`src/rtl/id_ex_stage_pkg.sv`:
```
// -----------------------------------------------------------------------------
// id_ex_stage_pkg
// Shared constants and types for the ID/EX pipeline stage:
//   - ALU operation encodings presented on ALUOp
//   - REG_ZERO, the architectural zero register (never forwarded)
//   - fwd_sel_e, the operand source chosen by the forwarding muxes
// -----------------------------------------------------------------------------
package id_ex_stage_pkg;

    localparam int unsigned XLEN     = 32;
    localparam int unsigned RADDR_W  = 5;
    localparam int unsigned ALU_OP_W = 3;

    localparam logic [ALU_OP_W-1:0] ALU_ADD = 3'b000;
    localparam logic [ALU_OP_W-1:0] ALU_SUB = 3'b001;
    localparam logic [ALU_OP_W-1:0] ALU_AND = 3'b010;
    localparam logic [ALU_OP_W-1:0] ALU_OR  = 3'b011;
    localparam logic [ALU_OP_W-1:0] ALU_SRL = 3'b100;
    localparam logic [ALU_OP_W-1:0] ALU_SRA = 3'b101;

    localparam logic [RADDR_W-1:0] REG_ZERO = 5'd0;

    typedef enum logic [1:0] {
        FWD_REG = 2'd0,
        FWD_WB  = 2'd1,
        FWD_MEM = 2'd2
    } fwd_sel_e;

endpackage

```
`src/rtl/id_ex_stage_if.sv`:
```
// -----------------------------------------------------------------------------
// id_ex_stage_if
// Bundles every non-clock/reset signal of the ID/EX stage.
//   master : decode + hazard controller + MEM/WB forwarding sources (tb side)
//   slave  : the id_ex_stage itself
// Decode side : d_rs_data, d_rt_data, d_imm32, d_alu_op, d_alusrc, d_rs_addr,
//               d_rt_addr, d_waddr, d_regwrite, d_valid
// Control     : e_hold, e_flush
// Forwarding  : m_regwrite/m_waddr/m_wdata, w_regwrite/w_waddr/w_wdata
// Execute side: A, B, ALUOp, e_rt_data, e_waddr, e_regwrite, e_valid
// Debug       : dbg_fwd_a_sel, dbg_fwd_t_sel (live forwarding source selects)
//
// Stage control semantics: there is no valid/ready handshake. Each rising edge
// the stage either loads the decode inputs (e_hold=0, e_flush=0), loads a
// bubble (e_hold=0, e_flush=1) or freezes its control fields (e_hold=1, flush
// ignored). d_valid only qualifies the instruction; it never stalls the stage.
// -----------------------------------------------------------------------------
interface id_ex_stage_if;

    logic [31:0] d_rs_data;
    logic [31:0] d_rt_data;
    logic [31:0] d_imm32;
    logic [2:0]  d_alu_op;
    logic        d_alusrc;
    logic [4:0]  d_rs_addr;
    logic [4:0]  d_rt_addr;
    logic [4:0]  d_waddr;
    logic        d_regwrite;
    logic        d_valid;

    logic        e_hold;
    logic        e_flush;

    logic        m_regwrite;
    logic [4:0]  m_waddr;
    logic [31:0] m_wdata;
    logic        w_regwrite;
    logic [4:0]  w_waddr;
    logic [31:0] w_wdata;

    logic [31:0] A;
    logic [31:0] B;
    logic [2:0]  ALUOp;
    logic [31:0] e_rt_data;
    logic [4:0]  e_waddr;
    logic        e_regwrite;
    logic        e_valid;

    id_ex_stage_pkg::fwd_sel_e dbg_fwd_a_sel;
    id_ex_stage_pkg::fwd_sel_e dbg_fwd_t_sel;

    modport master (
        output d_rs_data, d_rt_data, d_imm32, d_alu_op, d_alusrc,
               d_rs_addr, d_rt_addr, d_waddr, d_regwrite, d_valid,
               e_hold, e_flush,
               m_regwrite, m_waddr, m_wdata, w_regwrite, w_waddr, w_wdata,
        input  A, B, ALUOp, e_rt_data, e_waddr, e_regwrite, e_valid,
               dbg_fwd_a_sel, dbg_fwd_t_sel
    );

    modport slave (
        input  d_rs_data, d_rt_data, d_imm32, d_alu_op, d_alusrc,
               d_rs_addr, d_rt_addr, d_waddr, d_regwrite, d_valid,
               e_hold, e_flush,
               m_regwrite, m_waddr, m_wdata, w_regwrite, w_waddr, w_wdata,
        output A, B, ALUOp, e_rt_data, e_waddr, e_regwrite, e_valid,
               dbg_fwd_a_sel, dbg_fwd_t_sel
    );

endinterface

```
`src/rtl/id_ex_stage_fwd_mux.sv`:
```
// -----------------------------------------------------------------------------
// fwd_mux
// Purely combinational operand forwarding for one source register.
//   addr       : source register number held in the E stage
//   reg_val    : value captured in the E stage register
//   m_*        : MEM stage write port (highest priority, youngest result)
//   w_*        : WB stage write port
//   fwd_val    : selected operand value
//   sel        : which source was selected (debug visibility)
// Register 0 is never forwarded, even if a later stage claims to write it.
// -----------------------------------------------------------------------------
module fwd_mux
    import id_ex_stage_pkg::*;
(
    input  logic [4:0]  addr,
    input  logic [31:0] reg_val,
    input  logic        m_regwrite,
    input  logic [4:0]  m_waddr,
    input  logic [31:0] m_wdata,
    input  logic        w_regwrite,
    input  logic [4:0]  w_waddr,
    input  logic [31:0] w_wdata,
    output logic [31:0] fwd_val,
    output fwd_sel_e    sel
);

    logic m_hit;
    logic w_hit;

    assign m_hit = m_regwrite && (m_waddr == addr) && (addr != REG_ZERO);
    assign w_hit = w_regwrite && (w_waddr == addr) && (addr != REG_ZERO);

    // MEM holds the younger result, so it shadows a WB write to the same reg.
    always_comb begin
        sel     = FWD_REG;
        fwd_val = reg_val;
        if (m_hit) begin
            sel     = FWD_MEM;
            fwd_val = m_wdata;
        end else if (w_hit) begin
            sel     = FWD_WB;
            fwd_val = w_wdata;
        end
    end

endmodule

```
`src/rtl/id_ex_stage.sv`:
```
// -----------------------------------------------------------------------------
// id_ex_stage
// ID->EX pipeline register with combinational operand forwarding into the ALU.
// Ports:
//   clk    : rising-edge clock
//   reset  : asynchronous, active-low; forces a bubble into the stage
//   bus    : id_ex_stage_if.slave (decode inputs, hold/flush, MEM/WB
//            forwarding sources, ALU-facing outputs, forward-select debug)
// Behaviour per edge: hold freezes control fields but refreshes rs_q/rt_q with
// their forwarded values; otherwise flush loads a bubble, else decode loads.
// -----------------------------------------------------------------------------
module id_ex_stage
    import id_ex_stage_pkg::*;
(
    input logic         clk,
    input logic         reset,
    id_ex_stage_if.slave bus
);

    logic        valid_q,    valid_d;
    logic [2:0]  alu_op_q,   alu_op_d;
    logic        alusrc_q,   alusrc_d;
    logic [4:0]  rs_addr_q,  rs_addr_d;
    logic [4:0]  rt_addr_q,  rt_addr_d;
    logic [4:0]  waddr_q,    waddr_d;
    logic        regwrite_q, regwrite_d;
    logic [31:0] rs_q,       rs_d;
    logic [31:0] rt_q,       rt_d;
    logic [31:0] imm_q,      imm_d;

    logic [31:0] fwd_a;
    logic [31:0] fwd_t;

    fwd_mux u_fwd_rs (
        .addr       (rs_addr_q),
        .reg_val    (rs_q),
        .m_regwrite (bus.m_regwrite),
        .m_waddr    (bus.m_waddr),
        .m_wdata    (bus.m_wdata),
        .w_regwrite (bus.w_regwrite),
        .w_waddr    (bus.w_waddr),
        .w_wdata    (bus.w_wdata),
        .fwd_val    (fwd_a),
        .sel        (bus.dbg_fwd_a_sel)
    );

    fwd_mux u_fwd_rt (
        .addr       (rt_addr_q),
        .reg_val    (rt_q),
        .m_regwrite (bus.m_regwrite),
        .m_waddr    (bus.m_waddr),
        .m_wdata    (bus.m_wdata),
        .w_regwrite (bus.w_regwrite),
        .w_waddr    (bus.w_waddr),
        .w_wdata    (bus.w_wdata),
        .fwd_val    (fwd_t),
        .sel        (bus.dbg_fwd_t_sel)
    );

    always_comb begin
        valid_d    = valid_q;
        alu_op_d   = alu_op_q;
        alusrc_d   = alusrc_q;
        rs_addr_d  = rs_addr_q;
        rt_addr_d  = rt_addr_q;
        waddr_d    = waddr_q;
        regwrite_d = regwrite_q;
        rs_d       = rs_q;
        rt_d       = rt_q;
        imm_d      = imm_q;

        if (bus.e_hold) begin
            // A WB result retiring while we are frozen would otherwise vanish
            // before the instruction leaves the stage, so capture it now.
            rs_d = fwd_a;
            rt_d = fwd_t;
        end else if (bus.e_flush) begin
            valid_d    = 1'b0;
            alu_op_d   = ALU_ADD;
            alusrc_d   = 1'b0;
            rs_addr_d  = REG_ZERO;
            rt_addr_d  = REG_ZERO;
            waddr_d    = REG_ZERO;
            regwrite_d = 1'b0;
            rs_d       = '0;
            rt_d       = '0;
            imm_d      = '0;
        end else begin
            valid_d    = bus.d_valid;
            alu_op_d   = bus.d_alu_op;
            alusrc_d   = bus.d_alusrc;
            rs_addr_d  = bus.d_rs_addr;
            rt_addr_d  = bus.d_rt_addr;
            waddr_d    = bus.d_waddr;
            regwrite_d = bus.d_regwrite;
            rs_d       = bus.d_rs_data;
            rt_d       = bus.d_rt_data;
            imm_d      = bus.d_imm32;
        end
    end

    always_ff @(posedge clk or negedge reset) begin
        if (!reset) begin
            valid_q    <= 1'b0;
            alu_op_q   <= ALU_ADD;
            alusrc_q   <= 1'b0;
            rs_addr_q  <= REG_ZERO;
            rt_addr_q  <= REG_ZERO;
            waddr_q    <= REG_ZERO;
            regwrite_q <= 1'b0;
            rs_q       <= '0;
            rt_q       <= '0;
            imm_q      <= '0;
        end else begin
            valid_q    <= valid_d;
            alu_op_q   <= alu_op_d;
            alusrc_q   <= alusrc_d;
            rs_addr_q  <= rs_addr_d;
            rt_addr_q  <= rt_addr_d;
            waddr_q    <= waddr_d;
            regwrite_q <= regwrite_d;
            rs_q       <= rs_d;
            rt_q       <= rt_d;
            imm_q      <= imm_d;
        end
    end

    assign bus.A          = fwd_a;
    assign bus.B          = alusrc_q ? imm_q : fwd_t;
    assign bus.e_rt_data  = fwd_t;
    assign bus.ALUOp      = alu_op_q;
    assign bus.e_waddr    = waddr_q;
    assign bus.e_valid    = valid_q;
    // An instruction with d_valid=0 still travels through, but must not write.
    assign bus.e_regwrite = regwrite_q & valid_q;

endmodule

```
`src/flat_wrapper.sv`:
```
// flat-port wrapper written by rule: the top's interface ports become plain ports
module id_ex_stage_flat import id_ex_stage_pkg::*;
  (clk, reset, bus_d_rs_data, bus_d_rt_data, bus_d_imm32, bus_d_alu_op, bus_d_alusrc, bus_d_rs_addr, bus_d_rt_addr, bus_d_waddr, bus_d_regwrite, bus_d_valid, bus_e_hold, bus_e_flush, bus_m_regwrite, bus_m_waddr, bus_m_wdata, bus_w_regwrite, bus_w_waddr, bus_w_wdata, bus_A, bus_B, bus_ALUOp, bus_e_rt_data, bus_e_waddr, bus_e_regwrite, bus_e_valid, bus_dbg_fwd_a_sel, bus_dbg_fwd_t_sel);
  id_ex_stage_if bus_i ();
  input logic clk;
  input logic reset;
  input wire logic [$bits(bus_i.d_rs_data)-1:0] bus_d_rs_data;
  input wire logic [$bits(bus_i.d_rt_data)-1:0] bus_d_rt_data;
  input wire logic [$bits(bus_i.d_imm32)-1:0] bus_d_imm32;
  input wire logic [$bits(bus_i.d_alu_op)-1:0] bus_d_alu_op;
  input wire logic [$bits(bus_i.d_alusrc)-1:0] bus_d_alusrc;
  input wire logic [$bits(bus_i.d_rs_addr)-1:0] bus_d_rs_addr;
  input wire logic [$bits(bus_i.d_rt_addr)-1:0] bus_d_rt_addr;
  input wire logic [$bits(bus_i.d_waddr)-1:0] bus_d_waddr;
  input wire logic [$bits(bus_i.d_regwrite)-1:0] bus_d_regwrite;
  input wire logic [$bits(bus_i.d_valid)-1:0] bus_d_valid;
  input wire logic [$bits(bus_i.e_hold)-1:0] bus_e_hold;
  input wire logic [$bits(bus_i.e_flush)-1:0] bus_e_flush;
  input wire logic [$bits(bus_i.m_regwrite)-1:0] bus_m_regwrite;
  input wire logic [$bits(bus_i.m_waddr)-1:0] bus_m_waddr;
  input wire logic [$bits(bus_i.m_wdata)-1:0] bus_m_wdata;
  input wire logic [$bits(bus_i.w_regwrite)-1:0] bus_w_regwrite;
  input wire logic [$bits(bus_i.w_waddr)-1:0] bus_w_waddr;
  input wire logic [$bits(bus_i.w_wdata)-1:0] bus_w_wdata;
  output wire logic [$bits(bus_i.A)-1:0] bus_A;
  output wire logic [$bits(bus_i.B)-1:0] bus_B;
  output wire logic [$bits(bus_i.ALUOp)-1:0] bus_ALUOp;
  output wire logic [$bits(bus_i.e_rt_data)-1:0] bus_e_rt_data;
  output wire logic [$bits(bus_i.e_waddr)-1:0] bus_e_waddr;
  output wire logic [$bits(bus_i.e_regwrite)-1:0] bus_e_regwrite;
  output wire logic [$bits(bus_i.e_valid)-1:0] bus_e_valid;
  output wire logic [$bits(bus_i.dbg_fwd_a_sel)-1:0] bus_dbg_fwd_a_sel;
  output wire logic [$bits(bus_i.dbg_fwd_t_sel)-1:0] bus_dbg_fwd_t_sel;
  assign bus_i.d_rs_data = bus_d_rs_data;
  assign bus_i.d_rt_data = bus_d_rt_data;
  assign bus_i.d_imm32 = bus_d_imm32;
  assign bus_i.d_alu_op = bus_d_alu_op;
  assign bus_i.d_alusrc = bus_d_alusrc;
  assign bus_i.d_rs_addr = bus_d_rs_addr;
  assign bus_i.d_rt_addr = bus_d_rt_addr;
  assign bus_i.d_waddr = bus_d_waddr;
  assign bus_i.d_regwrite = bus_d_regwrite;
  assign bus_i.d_valid = bus_d_valid;
  assign bus_i.e_hold = bus_e_hold;
  assign bus_i.e_flush = bus_e_flush;
  assign bus_i.m_regwrite = bus_m_regwrite;
  assign bus_i.m_waddr = bus_m_waddr;
  assign bus_i.m_wdata = bus_m_wdata;
  assign bus_i.w_regwrite = bus_w_regwrite;
  assign bus_i.w_waddr = bus_w_waddr;
  assign bus_i.w_wdata = bus_w_wdata;
  assign bus_A = bus_i.A;
  assign bus_B = bus_i.B;
  assign bus_ALUOp = bus_i.ALUOp;
  assign bus_e_rt_data = bus_i.e_rt_data;
  assign bus_e_waddr = bus_i.e_waddr;
  assign bus_e_regwrite = bus_i.e_regwrite;
  assign bus_e_valid = bus_i.e_valid;
  assign bus_dbg_fwd_a_sel = bus_i.dbg_fwd_a_sel;
  assign bus_dbg_fwd_t_sel = bus_i.dbg_fwd_t_sel;
  id_ex_stage u_core (.clk(clk), .reset(reset), .bus(bus_i));
endmodule
```
`config.mk`:
```
export PLATFORM = sky130hd
export DESIGN_NAME = id_ex_stage_flat
export DESIGN_NICKNAME = d
export VERILOG_FILES = /design/src/rtl/id_ex_stage_pkg.sv /design/src/rtl/id_ex_stage_if.sv /design/src/rtl/id_ex_stage_fwd_mux.sv /design/src/rtl/id_ex_stage.sv /design/src/flat_wrapper.sv
export SDC_FILE = /design/constraint.sdc
export NUM_CORES = 1
export LEC_CHECK = 0
export BUFFER_PORTS_ARGS = -buffer_cell sky130_fd_sc_hd__buf_2
export CORE_ASPECT_RATIO = 1.1
export CORE_MARGIN = 10
export CORE_UTILIZATION = 45
export DETAILED_ROUTE_END_ITERATION = 10
export PLACE_DENSITY_LB_ADDON = 0.08
export SYNTH_ARGS = -nofsm -noshare
export SYNTH_HDL_FRONTEND = slang
export SYNTH_SLANG_ARGS = --single-unit
```
`constraint.sdc`:
```
create_clock -name clk -period 2.4 [get_ports clk]
set_input_delay 0.48 -clock clk [delete_from_list [all_inputs] [get_ports clk]]
set_output_delay 0.48 -clock clk [all_outputs]
set_load 0.05 [all_outputs]
```
==> impl_results.rst <==
.. list-table::
   :header-rows: 1

   * - Metric
     - Value
   * - Final-layout setup total negative slack
     - -67.01 ns
   * - Fin area
     - 14,300 um2
   * - FF+latch area
     - 2930 um2
   * - Pin count of the biggest net entering global routing
     - 163
   * - Least setup slack across all paths after layout
     - -0.932 ns
   * - Final Cycle Share
     - 139%
   * - Mean instance size in the synthesized netlist
     - 10.2 um2
   * - Routed len/inst
     - 26.9 um
   * - Failing checks
     - negative setup slack
   * - Total wirelength of the detailed-routed design
     - 37.9 mm
   * - Count of synthesis-stage warnings from yosys
     - 0
   * - Critical path fanouts, max
     - 20
   * - Data arrival time of the worst path
     - 2.85 ns
   * - Total power density per cell area
     - 645 nW/um2
   * - Critical Path Source Type
     - register
   * - Flop and latch count out of synthesis
     - 117
   * - Max-cap violations
     - 0
   * - Global route total overflow
     - 0
   * - Clk Latency, worst-skew pair
     - 0.42 ns
   * - Status
     - finished, violations left
   * - Total number of vias
     - 8,924
   * - Starting utilization of the core area
     - 46.3%
   * - Number of remaining DRC errors
     - 0
   * - Net count, final
     - 1,382
   * - Synth Net Count
     - 951
   * - Setup repair after global routing missed its margin
     - yes
   * - DIE WIDTH
     - 144 um
   * - Largest voltage drop on the vdd net
     - 0.558 mV
   * - Total global routing track utilization
     - 29.5%
   * - Count of nets left with antenna violations after detail routing
     - 0
   * - Number of enable flip-flop cells after synthesis
     - 0
   * - CP Class
     - reg2out
   * - Fin Hold WS
     - 0.273 ns
   * - Slew headroom
     - 32.8%
   * - Layout-stage area growth over the synthesis result
     - 86.1%
   * - Crit path required time
     - 1.92 ns
   * - Maximum clock path buffer count
     - 2
   * - Final RePlAce weighted congestion
     - 0.890
   * - Worst Tran Pin Value
     - 1.01 ns
   * - Post-place instance area
     - 11,000 um2
   * - Multi-input gate area in the final layout
     - 5650 um2
   * - Height of the die
     - 157 um
   * - Post-layout utilization of the core
     - 86.2%
   * - Final setup violation count
     - 109
   * - Number of unique standard cell types used by synthesis
     - 33
   * - Leakage Power
     - 6.13 nW
   * - Shortest clock period the worst path allows after layout
     - 3.33 ns
   * - Core Box Area
     - 16,600 um2
   * - Number of buffers created by CTS
     - 17
   * - Clock tree skew after final layout
     - 0.00977 ns
   * - Number of cells on the worst reg-to-reg path
     - 10
   * - Clock tree from TritonCTS
     - built
   * - Num ports
     - 307
   * - DP HPWL
     - 22.4 mm
   * - Share of flip-flops with an asynchronous set or reset after synthesis
     - 100%
   * - Number of clock sinks
     - 117
   * - Ys flop type
     - sky130_fd_sc_hd__dfrtp_1
   * - Clock-pin slew of the registers on the worst-case setup and hold paths
     - 0.06 ns
   * - Kind of end point of the critical path
     - output pin
   * - Cell at the root of the clock tree
     - sky130_fd_sc_hd__clkbuf_16
   * - Synthesized instance count
     - 754
   * - Fill cells
     - 833
   * - Synthesized area
     - 7660 um2
   * - Die area
     - 22,700 um2
   * - Starting DRT DRC Count
     - 742
   * - Most frequent standard cell in the layout excluding fill and tap cells
     - sky130_fd_sc_hd__buf_2
   * - Vias in the first global route
     - 8,907
   * - Level count of the clock H-tree
     - 4
   * - Classification of the worst-slack hold path
     - in2reg
   * - Port Buffer Count
     - 306
   * - Standard-cell rows
     - 49
   * - Ratio of cells with drive above 1 in the final layout
     - 64.1%
   * - Final hold violation count
     - 0
   * - Max Freq
     - 300 MHz
   * - Hold Path Cell Cnt
     - 2
   * - First-pass iteration count of the detailed router
     - 5
   * - Setup Slack @ Placement
     - -0.625 ns
   * - Commonest cells after routing, fill and taps aside
     - 204 x sky130_fd_sc_hd__buf_2, 115 x sky130_fd_sc_hd__buf_6, 112 x sky130_fd_sc_hd__dfrtp_1
   * - Antenna violations before repair
     - 5
   * - Global-route wire length before repair
     - 51.8 mm
   * - Seq/Total Area, Yosys
     - 38.2%
   * - Avg Vias per Cell
     - 6.34
   * - Slew Viols, Final
     - 0
## through the flow
step	std cells	total power (W)
after floorplan	754	0.00414
after global placement	1304	0.00522
after detailed placement	1304	0.00524
after CTS	1382	0.00878
after global routing	1405	0.00942
final	1407	0.00920
## cell type report
class | instances | area share, %
clock inverter | 14 | 1.56
timing repair buffer | 510 | 33.2
sequential | 117 | 20.6
inverter | 2 | 0.123
multi-input combinational | 537 | 39.6
tap | 204 | 1.79
antenna | 5 | 0.0877
clock buffer | 18 | 3.08
## cell families (layout without fill, tap and decap cells)
family | count (synthesis) | in the layout | synth area share, %
xor gates and xnor gates | 19 | 19 | 2.17
DFF | 117 | 117 | 38.2
AOI/OAI and AO/OA | 248 | 248 | 30.1
buffers and inverters | 100 | 544 | 6.40
other | 0 | 5 | 0
muxes | 32 | 32 | 4.70
and+or+nand+nor | 238 | 238 | 18.4
## layer usage
metal	GRT usage, %	vias up	share of wire (%)
met2	48.4	627	49
met1	36.1	4369	37
li1	-	3774	-
met5	0	-	0.034
met3	8.42	152	9.5
met4	10.6	2	4.2
## timing repair
item                                    in CTS  in global routing
gates cloned                                12                  6
resized for setup                          303                151
hold buffers                                 1                  0
setup buffers                               44                 35
endpoints found under the hold margin       21                  0
endpoints found under the setup margin     101                116
pin swaps                                   40                 49
## synthesized netlist by cell type (29+ instances only)
library cell                 n  area share, %
sky130_fd_sc_hd__dfrtp_1   117             38
sky130_fd_sc_hd__a22o_1     72            8.2
sky130_fd_sc_hd__clkbuf_1   66            3.2
sky130_fd_sc_hd__nor3_1     64            4.2
sky130_fd_sc_hd__nand2_1    46            2.3
sky130_fd_sc_hd__nand2b_1   45            3.7
sky130_fd_sc_hd__o21ai_0    45            2.9
sky130_fd_sc_hd__o31ai_1    44            4.3
sky130_fd_sc_hd__a31oi_1    35            2.9
sky130_fd_sc_hd__nand4_1    35            2.9
sky130_fd_sc_hd__mux2_2     32            4.7
sky130_fd_sc_hd__a31oi_4    29            8.1
## registers in the layout (all words and copies together) (netlist names)
signal,cells
u_core.rs_q,32
u_core.imm_q,32
u_core.bus.ALUOp,3
u_core.regwrite_q,1
u_core.bus.e_valid,1
u_core.rs_addr_q,5
u_core.rt_addr_q,5
u_core.rt_q,32
u_core.alusrc_q,1
u_core.bus.e_waddr,5
## critical path, cell delays in order (launching register included)
cell and delay, ns:
sky130_fd_sc_hd__dfrtp_2 0.44, sky130_fd_sc_hd__xnor2_2 0.22, sky130_fd_sc_hd__nand3_4 0.14, sky130_fd_sc_hd__buf_6 0.20, sky130_fd_sc_hd__buf_4 0.18, sky130_fd_sc_hd__o31ai_1 0.53, sky130_fd_sc_hd__a31oi_4 0.23, sky130_fd_sc_hd__mux2_4 0.32
sky130_fd_sc_hd__buf_6 0.15
## power breakdown
| group | switching (W) | leakage [nW] | internal [W] |
|---|---|---|---|
| clock | 0.00104 | 0.318 | 0.00188 |
| sequential | 0.000109 | 1.51 | 0.00215 |
| combinational | 0.00224 | 4.29 | 0.00178 |
## worst paths after layout
check                                           startpoint                            end  slack, ns
max                        u_core.rt_addr_q[1]$_DFFE_PN0N_                      bus_B[30]      -0.93
min                                         bus_d_regwrite  u_core.regwrite_q$_DFFE_PN0N_       0.27
min in group asynchronous                            reset      u_core.rs_q[26]$_DFF_PN0_       0.52
max reg2reg                u_core.rs_addr_q[3]$_DFFE_PN0N_      u_core.rs_q[27]$_DFF_PN0_      -0.10
max in group asynchronous                            reset    u_core.alusrc_q$_DFFE_PN0N_       1.15
min reg2reg                   u_core.imm_q[25]$_DFFE_PN0N_   u_core.imm_q[25]$_DFFE_PN0N_       0.48
Power figures use the tool's default switching activity.
